===== config.mk =====
export PLATFORM = sky130hd
export DESIGN_NAME = lc3_mem_arbiter
export DESIGN_NICKNAME = d
export VERILOG_FILES = /design/src/rtl/lc3_mem_pkg.sv /design/src/rtl/lc3_rr_arbiter.sv /design/src/rtl/lc3_mem_arbiter.sv
export SDC_FILE = /design/constraint.sdc
export NUM_CORES = 1
export LEC_CHECK = 0
export CORE_ASPECT_RATIO = 0.75
export CORE_MARGIN = 5
export CORE_UTILIZATION = 43
export CTS_CLUSTER_SIZE = 40
export DETAILED_ROUTE_END_ITERATION = 12
export PLACE_DENSITY_LB_ADDON = 0.25
export SETUP_SLACK_MARGIN = 0.3
export SLEW_MARGIN = 20
export SYNTH_ARGS = -nofsm -noshare
export SYNTH_HDL_FRONTEND = slang
export SYNTH_SLANG_ARGS = --single-unit

===== constraint.sdc =====
create_clock -name clk -period 3.31 [get_ports clk]
set_clock_uncertainty 0.2 [all_clocks]
set_input_delay 0.4965 -clock clk [delete_from_list [all_inputs] [get_ports clk]]
set_output_delay 0.4965 -clock clk [all_outputs]
set_load 0.01 [all_outputs]

===== src/rtl/lc3_mem_pkg.sv =====
// ----------------------------------------------------------------------------
// lc3_mem_pkg
// Types and constants shared by the LC3 memory-port arbiter and its
// round-robin picker.
//   DATA_WIDTH : width of an LC3 memory word
//   state_t    : access FSM states
// ----------------------------------------------------------------------------
package lc3_mem_pkg;

    localparam int DATA_WIDTH = 16;

    typedef enum logic [1:0] {
        IDLE    = 2'd0,  // waiting for a request
        ISSUE   = 2'd1,  // access on the memory port, gnt pulse
        RD_WAIT = 2'd2,  // waiting out the memory read latency
        RD_DONE = 2'd3   // rdata valid, rvalid pulse
    } state_t;

endpackage


===== src/rtl/lc3_rr_arbiter.sv =====
// ----------------------------------------------------------------------------
// lc3_rr_arbiter
// Combinational rotate-priority picker. The search starts at the requester
// just after the previous winner and wraps modulo NUM_REQ, so every requester
// waits at most NUM_REQ-1 grants.
// Ports:
//   req        in   NUM_REQ  request vector
//   last_gnt   in   IDX_W    index of the previous winner
//   valid      out  1        at least one request present
//   winner     out  NUM_REQ  one-hot winner (zero when no request)
//   winner_idx out  IDX_W    binary index of the winner
// ----------------------------------------------------------------------------
module lc3_rr_arbiter #(
    parameter  int NUM_REQ = 2,
    localparam int IDX_W   = $clog2(NUM_REQ)
) (
    input  logic [NUM_REQ-1:0] req,
    input  logic [IDX_W-1:0]   last_gnt,
    output logic               valid,
    output logic [NUM_REQ-1:0] winner,
    output logic [IDX_W-1:0]   winner_idx
);

    logic [IDX_W-1:0] cand;

    always_comb begin
        // NOTE: every output of this block gets a default before the loop;
        // a path that skips an assignment would otherwise infer a latch.
        valid      = 1'b0;
        winner     = '0;
        winner_idx = '0;
        cand       = '0;
        for (int off = 1; off <= NUM_REQ; off++) begin
            cand = IDX_W'((int'(last_gnt) + off) % NUM_REQ);
            if (!valid && req[cand]) begin
                valid        = 1'b1;
                winner[cand] = 1'b1;
                winner_idx   = cand;
            end
        end
    end

endmodule


===== src/rtl/lc3_mem_arbiter.sv =====
// ----------------------------------------------------------------------------
// lc3_mem_arbiter
// Shares one LC3 memory port between NUM_REQ requesters (core = 0, loader or
// DMA = 1, ...). One access is in flight at a time; read data comes back
// READ_LATENCY cycles after the address is presented and is held in rdata
// until the next read completes.
// Ports:
//   clk, reset       clock; asynchronous active-high reset
//   req, we          per-requester request and write flag
//   addr, wdata      per-requester address / write data, packed by index
//   gnt              one-hot pulse in the cycle the access is on the port
//   rvalid, rdata    one-hot read-complete pulse and captured read data
//   busy             FSM not idle
//   mar, mdr, memwe  memory address, write data, write enable
//   memOut           memory read data
// ----------------------------------------------------------------------------
module lc3_mem_arbiter
    import lc3_mem_pkg::*;
#(
    parameter int NUM_REQ       = 2,
    parameter int ADDRESS_WIDTH = 16,
    parameter int READ_LATENCY  = 1
) (
    input  logic                             clk,
    input  logic                             reset,
    input  logic [NUM_REQ-1:0]               req,
    input  logic [NUM_REQ-1:0]               we,
    input  logic [NUM_REQ*ADDRESS_WIDTH-1:0] addr,
    input  logic [NUM_REQ*DATA_WIDTH-1:0]    wdata,
    output logic [NUM_REQ-1:0]               gnt,
    output logic [NUM_REQ-1:0]               rvalid,
    output logic [DATA_WIDTH-1:0]            rdata,
    output logic                             busy,
    output logic [ADDRESS_WIDTH-1:0]         mar,
    output logic [DATA_WIDTH-1:0]            mdr,
    output logic                             memwe,
    input  logic [DATA_WIDTH-1:0]            memOut
);

    localparam int IDX_W = $clog2(NUM_REQ);
    // Counter only needs to reach READ_LATENCY-1; keep at least one bit.
    localparam int CNT_W = (READ_LATENCY > 1) ? $clog2(READ_LATENCY) : 1;

    state_t               state;
    state_t               state_next;
    logic [IDX_W-1:0]     last_gnt;
    logic [NUM_REQ-1:0]   cur_gnt;     // one-hot owner of the access in flight
    logic [CNT_W-1:0]     lat_cnt;

    logic                 pick_valid;
    logic [NUM_REQ-1:0]   pick;
    logic [IDX_W-1:0]     pick_idx;

    lc3_rr_arbiter #(.NUM_REQ(NUM_REQ)) u_rr (
        .req        (req),
        .last_gnt   (last_gnt),
        .valid      (pick_valid),
        .winner     (pick),
        .winner_idx (pick_idx)
    );

    always_ff @(posedge clk or posedge reset) begin
        // NOTE: state registers use non-blocking assignments so every flop
        // samples pre-edge values, independent of statement order.
        if (reset) state <= IDLE;
        else       state <= state_next;
    end

    always_comb begin
        state_next = state;
        case (state)
            IDLE:    if (pick_valid) state_next = ISSUE;
            // memwe already holds the winner's we flag during ISSUE.
            ISSUE:   state_next = memwe ? IDLE : RD_WAIT;
            RD_WAIT: if (lat_cnt == '0) state_next = RD_DONE;
            RD_DONE: state_next = IDLE;
            default: state_next = IDLE;
        endcase
    end

    always_ff @(posedge clk or posedge reset) begin
        if (reset) begin
            mar      <= '0;
            mdr      <= '0;
            memwe    <= 1'b0;
            rdata    <= '0;
            cur_gnt  <= '0;
            lat_cnt  <= '0;
            last_gnt <= IDX_W'(NUM_REQ - 1);  // requester 0 wins first
        end else begin
            case (state)
                IDLE: begin
                    // Requests are only looked at here; outside IDLE they are ignored.
                    if (pick_valid) begin
                        mar      <= addr[pick_idx*ADDRESS_WIDTH +: ADDRESS_WIDTH];
                        mdr      <= wdata[pick_idx*DATA_WIDTH +: DATA_WIDTH];
                        memwe    <= we[pick_idx];
                        last_gnt <= pick_idx;
                        cur_gnt  <= pick;
                    end
                end
                ISSUE: begin
                    memwe   <= 1'b0;
                    lat_cnt <= CNT_W'(READ_LATENCY - 1);
                end
                RD_WAIT: begin
                    if (lat_cnt == '0) rdata   <= memOut;
                    else               lat_cnt <= lat_cnt - 1'b1;
                end
                default: ;
            endcase
        end
    end

    assign gnt    = (state == ISSUE)   ? cur_gnt : '0;
    assign rvalid = (state == RD_DONE) ? cur_gnt : '0;
    assign busy   = (state != IDLE);

endmodule


==> results of run 1 <==
[how the worst min path moves through the flow]
stage	from	end	slack, ps	cells after the start
after global placement	memwe$_DFFE_PP0P_	register	270	1
after detailed placement	rdata[4]$_DFFE_PP0N_	rdata[4]$_DFFE_PP0N_	290	1
final	reset	mar[10]$_DFFE_PP0P_	230	2
after global routing	reset	mdr[14]$_DFFE_PP0P_	240	2
after CTS	reset	mar[10]$_DFFE_PP0P_	230	2
after floorplan	last_gnt$_DFFE_PP1P_	last_gnt$_DFFE_PP1P_	270	2
[logic make-up (layout without fill, tap and decap cells)]
| logic type | Yosys count | after routing | synth area share |
|---|---|---|---|
| AND/OR/NAND/NOR | 12 | 12 | 0.0208 |
| buffers and inverters | 15 | 155 | 0.0470 |
| AO/OA/AOI/OAI | 4 | 4 | 0.0120 |
| multiplexers | 84 | 84 | 0.422 |
| flip-flops | 54 | 54 | 0.499 |
[per-stage QoR]
stage	util	cells
detailed placement	0.667	383
floorplan	-	169
global placement	0.667	383
global route	0.680	390
CTS	0.680	390
finish	0.680	390
[layout make-up]
cell class / instances / area share
well taps: 81 / 0.0240
flip-flops and latches: 54 / 0.320
repair buffers: 143 / 0.342
clock buffers: 5 / 0.0163
inverters: 5 / 0.00444
multi-input cells: 100 / 0.292
clock inverters: 2 / 0.00237
[placed cells by master, fill, tap and decap left out, drive strengths merged, types with 2 or more instances in the layout]
cell type	instances
clkdlybuf4s50	139
mux2	80
dfrtp	53
clkbuf	5
inv	5
nor2	4
mux2i	4
buf	4
nand2	3
nand2b	2
and3	2
clkinv	2
[state kept, by name (all words and copies together), names as in the netlist, named ones only]
| signal | flops |
|---|---|
| cur_gnt | 2 |
| last_gnt | 1 |
| mar | 16 |
| mdr | 16 |
| memwe | 1 |
| rdata | 16 |
| state | 1 |
[power by group through the flow]
stage,registers [W],clock network (W),logic (W)
2_1_floorplan,0.00133,0,0.000924
3_3_place_gp,0.00120,0,0.00192
3_5_place_dp,0.00121,0,0.00197
4_1_cts,0.00121,0.000357,0.00197
5_1_grt,0.00125,0.000383,0.00205
6_report,0.00120,0.000345,0.00194
[metal layers]
layer | up-vias | part of all wire
li1 | 871 | -
met3 | 9 | 0.077
met4 | 0 | 0.016
met5 | - | 0
met1 | 894 | 0.41
met2 | 76 | 0.50
[critical path, stage by stage]
cell and delay, ps:
clkdlybuf4s50_1 490, a21bo_2 550, buf_12 260, mux2_2 340
mux2_2 250
==> key figures, run 1 <==
Clock network
  • Skew-Pair Late Insertion Delay: 300 ps
  • TritonCTS clock tree: built
  • CTS sink count: 54
  • Clock-pin slew on the worst setup and hold paths: 90 ps
  • Number of setup buffers added after CTS: 0
  • Clock root buffer: clkbuf_8
  • Hold_buf cts: 0
  • Number of CTS-inserted buffers: 5
  • Post-cts repair resize count: 0
  • H-tree Lvls: 2
  • Max Root-Sink Buffers: 2

Placement
  • Global placer's final weighted congestion: 0.801
  • Setup WS pre-CTS: 561 ps
  • Area post-placement: 4150 sq um
  • HPWL Detailed: 5110 microns
  • PortBufs: 139

Synthesis
  • #FFs+latches synth: 54
  • Synth Instances: 169
  • Cell taking the most area after synthesis: dfrtp_1
  • Ys async rst share: 1.00
  • Synth top area share: 0.489
  • Post-Syn Area: 2710 sq um
  • Prevailing post-synth register cell: dfrtp_1
  • Yosys warns: 0
  • Syn nets: 255
  • Count leader, synth: mux2_4
  • Most instantiated cells after synthesis: 54 x mux2_4, 53 x dfrtp_1, 26 x mux2_2
  • Yosys cell types: 19
  • Post-synth EDFFs: 0
  • Syn Area/Cell: 16.1 sq um
  • Synth area leaders: dfrtp_1 49%, mux2_4 30%, mux2_2 11%
  • Seq/Total Area, Yosys: 0.499

GRT
  • Largest net degree at the start of global routing: 28
  • Grt met1 use: 0.195
  • First-pass GRT wire length: 10100 microns
  • Routing usage on met2: 0.288
  • Number of global-route vias before repair: 2042
  • Gr usage total: 0.163
  • GRT busiest layer: met2
  • Overflow after GRT: 0
  • Initial antenna violation count: 0
  • Met3 Use GR: 0.0413

Power and ir drop
  • Share of power burned in combinational logic: 0.557
  • Lkg Pwr: 1.87 nW
  • Power Total: 0.00349 W
  • Switching Power: 0.00107 W
  • Seq pwr share: 0.344
  • Pwr Density: 824 nW/um^2
  • Clock Power Share: 0.099
  • Switching share of total power: 0.308
  • Internal: 0.00241 W
  • Max VDD drop: 401 uV

Setup path
  • FF-to-FF path depth: 4
  • CP endpoint: mdr[11]$_DFFE_PP0P_
  • CP endpoint kind: register
  • Req. time, crit path: 3300 ps
  • Arrival time worst endpoint: 2410 ps
  • Crit. Startpoint: req[1]
  • Reg2Reg Capture Point: mdr[11]$_DFFE_PP0P_
  • CP Launch Type: input pin
  • Register-to-register setup slack: 1140 ps
  • RR Startpoint: last_gnt$_DFFE_PP1P_
  • Worst setup path category: input pin to register
  • Crit path max fanout: 21

Timing
  • Headroom to the max-slew limit: 0.469
  • Unrepaired setup endpoints after global routing: no
  • Fin crit share: 0.730
  • Max-slew violation count: 0
  • Slew @ Worst Pin: 797 ps
  • Final hold violation count: 0
  • # setup viols final: 0
  • Crit path time final: 2420 ps
  • Hold Slack: 226 ps
  • Setup WS post-layout: 893 ps
  • Fmax: 414 MHz
  • Setup_tns: 0 ps

Finish
  • Share of layout cells above drive strength 1: 0.307
  • Diode count: 0
  • Design Area, Final: 4230 sq um
  • Register area: 1350 sq um
  • Layout area overhead: 56.0%
  • FILL cells: 493
  • Combined area of the multi-input logic cells: 1230 sq um
  • Nets: 395

Die
  • Die width: 102 microns
  • FP Rows: 25
  • DIE HEIGHT: 78.8 microns
  • Initial core utilization: 0.436
  • Die footprint: 8010 sq um
  • IO Pins: 140
  • Core region area: 6220 sq um

Detailed routing
  • 1st-iter DRT viols: 41
  • Drt drc: 0
  • DRT antenna net count: 0
  • DR pass1 iterations: 4
  • Vias per cell: 4.74
  • Wire length per cell: 16.9 microns
  • Final wirelength: 6600 microns
  • Via count: 1850

Status
  • Status: finished clean

Job
  • Max cap viols: 0

Hold path
  • Min-delay worst type: input pin to async pin
(Power assumes the default switching activity.)
==> run 2, diff against run 1 <==
--- a/config.mk
+++ b/config.mk
@@ -7,7 +7,7 @@
 export LEC_CHECK = 0
 export CORE_ASPECT_RATIO = 0.75
 export CORE_MARGIN = 5
-export CORE_UTILIZATION = 43
+export CORE_UTILIZATION = 36
 export CTS_CLUSTER_SIZE = 40
 export DETAILED_ROUTE_END_ITERATION = 12
 export PLACE_DENSITY_LB_ADDON = 0.25
==> constraint.sdc (replaced) <==
create_clock -name clk -period 2.09 [get_ports clk]
set_clock_uncertainty 0.2 [all_clocks]
set_input_delay 0.3135 -clock clk [delete_from_list [all_inputs] [get_ports clk]]
set_output_delay 0.3135 -clock clk [all_outputs]
set_load 0.01 [all_outputs]
==> run 2 against run 1 <==
  * Global-route usage down 1.0 points
  * First-iteration DRC count down 29%
  * Clock power grew 66%
  * Critical path type unchanged
==> key figures, run 2 (same netlist as run 1, synthesis figures left out) <==
Finish
  • Nets: 414
  • Share of layout cells above drive strength 1: 0.362
  • Commonest non-fill, non-tap cell in the layout: clkdlybuf4s50_1
  • Core Util, Final: 0.627
  • Design Area, Final: 4600 sq um
  • Commonest non-fill, non-tap cells in the layout: 120 x clkdlybuf4s50_1, 61 x mux2_4, 53 x dfrtp_1, 19 x mux2_2, 14 x dlymetal6s2s_1
  • Biggest regs: mar: 16 flops, mdr: 16 flops, rdata: 16 flops
  • Layout area overhead: 69.5%
  • Diode count: 0

Timing
  • Fin crit share: 0.878
  • Headroom to the max-slew limit: 0.802
  • Fmax: 545 MHz
  • Crit path time final: 1840 ps
  • Final hold violation count: 0
  • Max-slew violation count: 0
  • # setup viols final: 0
  • Slew @ Worst Pin: 297 ps
  • Unrepaired setup endpoints after global routing: yes

Job
  • Max cap viols: 0

GRT
  • Initial antenna violation count: 0
  • Gr usage total: 0.153
  • First-pass GRT wire length: 11200 microns
  • Number of global-route vias before repair: 2107
  • Overflow after GRT: 0
  • Largest net degree at the start of global routing: 55

Clock network
  • CTS sink count: 54
  • Skew-Pair Late Insertion Delay: 290 ps
  • TritonCTS clock tree: built
  • Clock-pin slew on the worst setup and hold paths: 90 ps
  • Max Root-Sink Buffers: 2
  • Number of CTS-inserted buffers: 5
  • Hold_buf cts: 0
  • Clock root buffer: clkbuf_8
  • H-tree Lvls: 2

Setup path
  • Reg2Reg Capture Point: mdr[1]$_DFFE_PP0P_
  • Crit path max fanout: 11
  • CP max stage delay: 490 ps
  • Worst setup path category: input pin to register
  • Register-to-register setup slack: 260 ps
  • RR Startpoint: last_gnt$_DFFE_PP1P_
  • Worst-path cell chain: clkdlybuf4s50_1, a21bo_4, buf_12, mux2_4, mux2_4
  • Arrival time worst endpoint: 1820 ps
  • Delay-heaviest family, CP: buffers and inverters
  • Req. time, crit path: 2080 ps
  • FF-to-FF path depth: 4
  • Slowest-stage cell, CP: clkdlybuf4s50_1
  • CP endpoint kind: register
  • WP buf/inv: 2
  • CP most frequent cell: mux2_4
  • CP Launch Type: input pin

Die
  • Die footprint: 9390 sq um
  • Initial core utilization: 0.370
  • Core region area: 7330 sq um
  • DIE HEIGHT: 85.2 microns
  • Die width: 110 microns
  • FP Rows: 27
  • IO Pins: 140

Power and ir drop
  • Max VDD drop: 567 uV
  • Power Total: 0.00595 W
  • Lkg Pwr: 2.17 nW
  • Pwr Density: 1290 nW/um^2

Status
  • Status: finished clean

Placement
  • Global placer's final weighted congestion: 0.787
  • HPWL Detailed: 5430 microns
  • PortBufs: 139
  • Area post-placement: 4270 sq um

Detailed routing
  • Drt drc: 0
  • DR pass1 iterations: 4
  • Vias per cell: 4.53
  • DRT antenna net count: 0
  • Final wirelength: 7410 microns
  • Via count: 1948
  • Wire length per cell: 17.2 microns
  • 1st-iter DRT viols: 29

Hold path
  • Min-delay worst type: input pin to async pin
## run 2: cell count changes in the layout (fill, tap and decap cells not counted), moves of 3 or more
cell,before,now
clkdlybuf4s50_1,139,120
dlymetal6s2s_1,0,14
buf_6,0,7
mux2_2,26,19
mux2_4,54,61
buf_4,2,8
buf_12,2,5
## run 2: layer usage
layer  track usage  routed length, microns  vias to the layer above
met5             0                       0                        -
met4        0.0324                      59                        0
met3        0.0456                     559                        6
met2         0.255                    3490                       74
met1         0.197                    3300                      960
li1              -                       -                      908
## run 2: worst reg2reg max path, cell delays in order, from the launching register on
cell and delay, ps:
dfstp_2 550, a21bo_4 230, buf_12 180, mux2_4 310
mux2_4 260
## run 2: cell type report
cell class	count	area, sq um
timing repair buffer	162	1720
tap	101	126
clock buffer	7	76.3
clock inverter	1	7.51
sequential	54	1350
fill	591	2730
multi-input combinational	100	1290
inverter	5	22.5
## run 2: how the worst max path moves through the flow
stage,startpoint,end,slack (ps),cells past startpoint
final,req[1],mdr[1]$_DFFE_PP0P_,250,5
after CTS,state[0]$_DFFE_PP0P_,gnt[1],230,4
after floorplan,last_gnt$_DFFE_PP1P_,mar[10]$_DFFE_PP0P_,330,5
after global routing,last_gnt$_DFFE_PP1P_,mdr[1]$_DFFE_PP0P_,230,4
after detailed placement,req[1],mdr[13]$_DFFE_PP0P_,-130,5
after global placement,req[0],mar[2]$_DFFE_PP0P_,-130,5
## run 2: report_power, final
part           switching [W]  internal (W)
Sequential          0.000297       0.00159
Clock               0.000335      0.000238
Combinational        0.00119       0.00229
## run 2: repair_timing
action,in CTS,in global routing
hold endpoints to repair,0,0
endpoints found under the setup margin,38,53
pin swaps,2,2
buffers inserted,6,3
resized for setup,22,30
cloned,1,1
## run 2: per-stage QoR
stage               worst slack (ps)  hold slack, ps  TNS (ps)  instances
CTS                              233             224         0        426
global route                     225             227         0        430
floorplan                        329             181         0        169
global placement                -125             270     -2700        411
finish                           254             224         0        430
detailed placement              -135             292     -2730        411
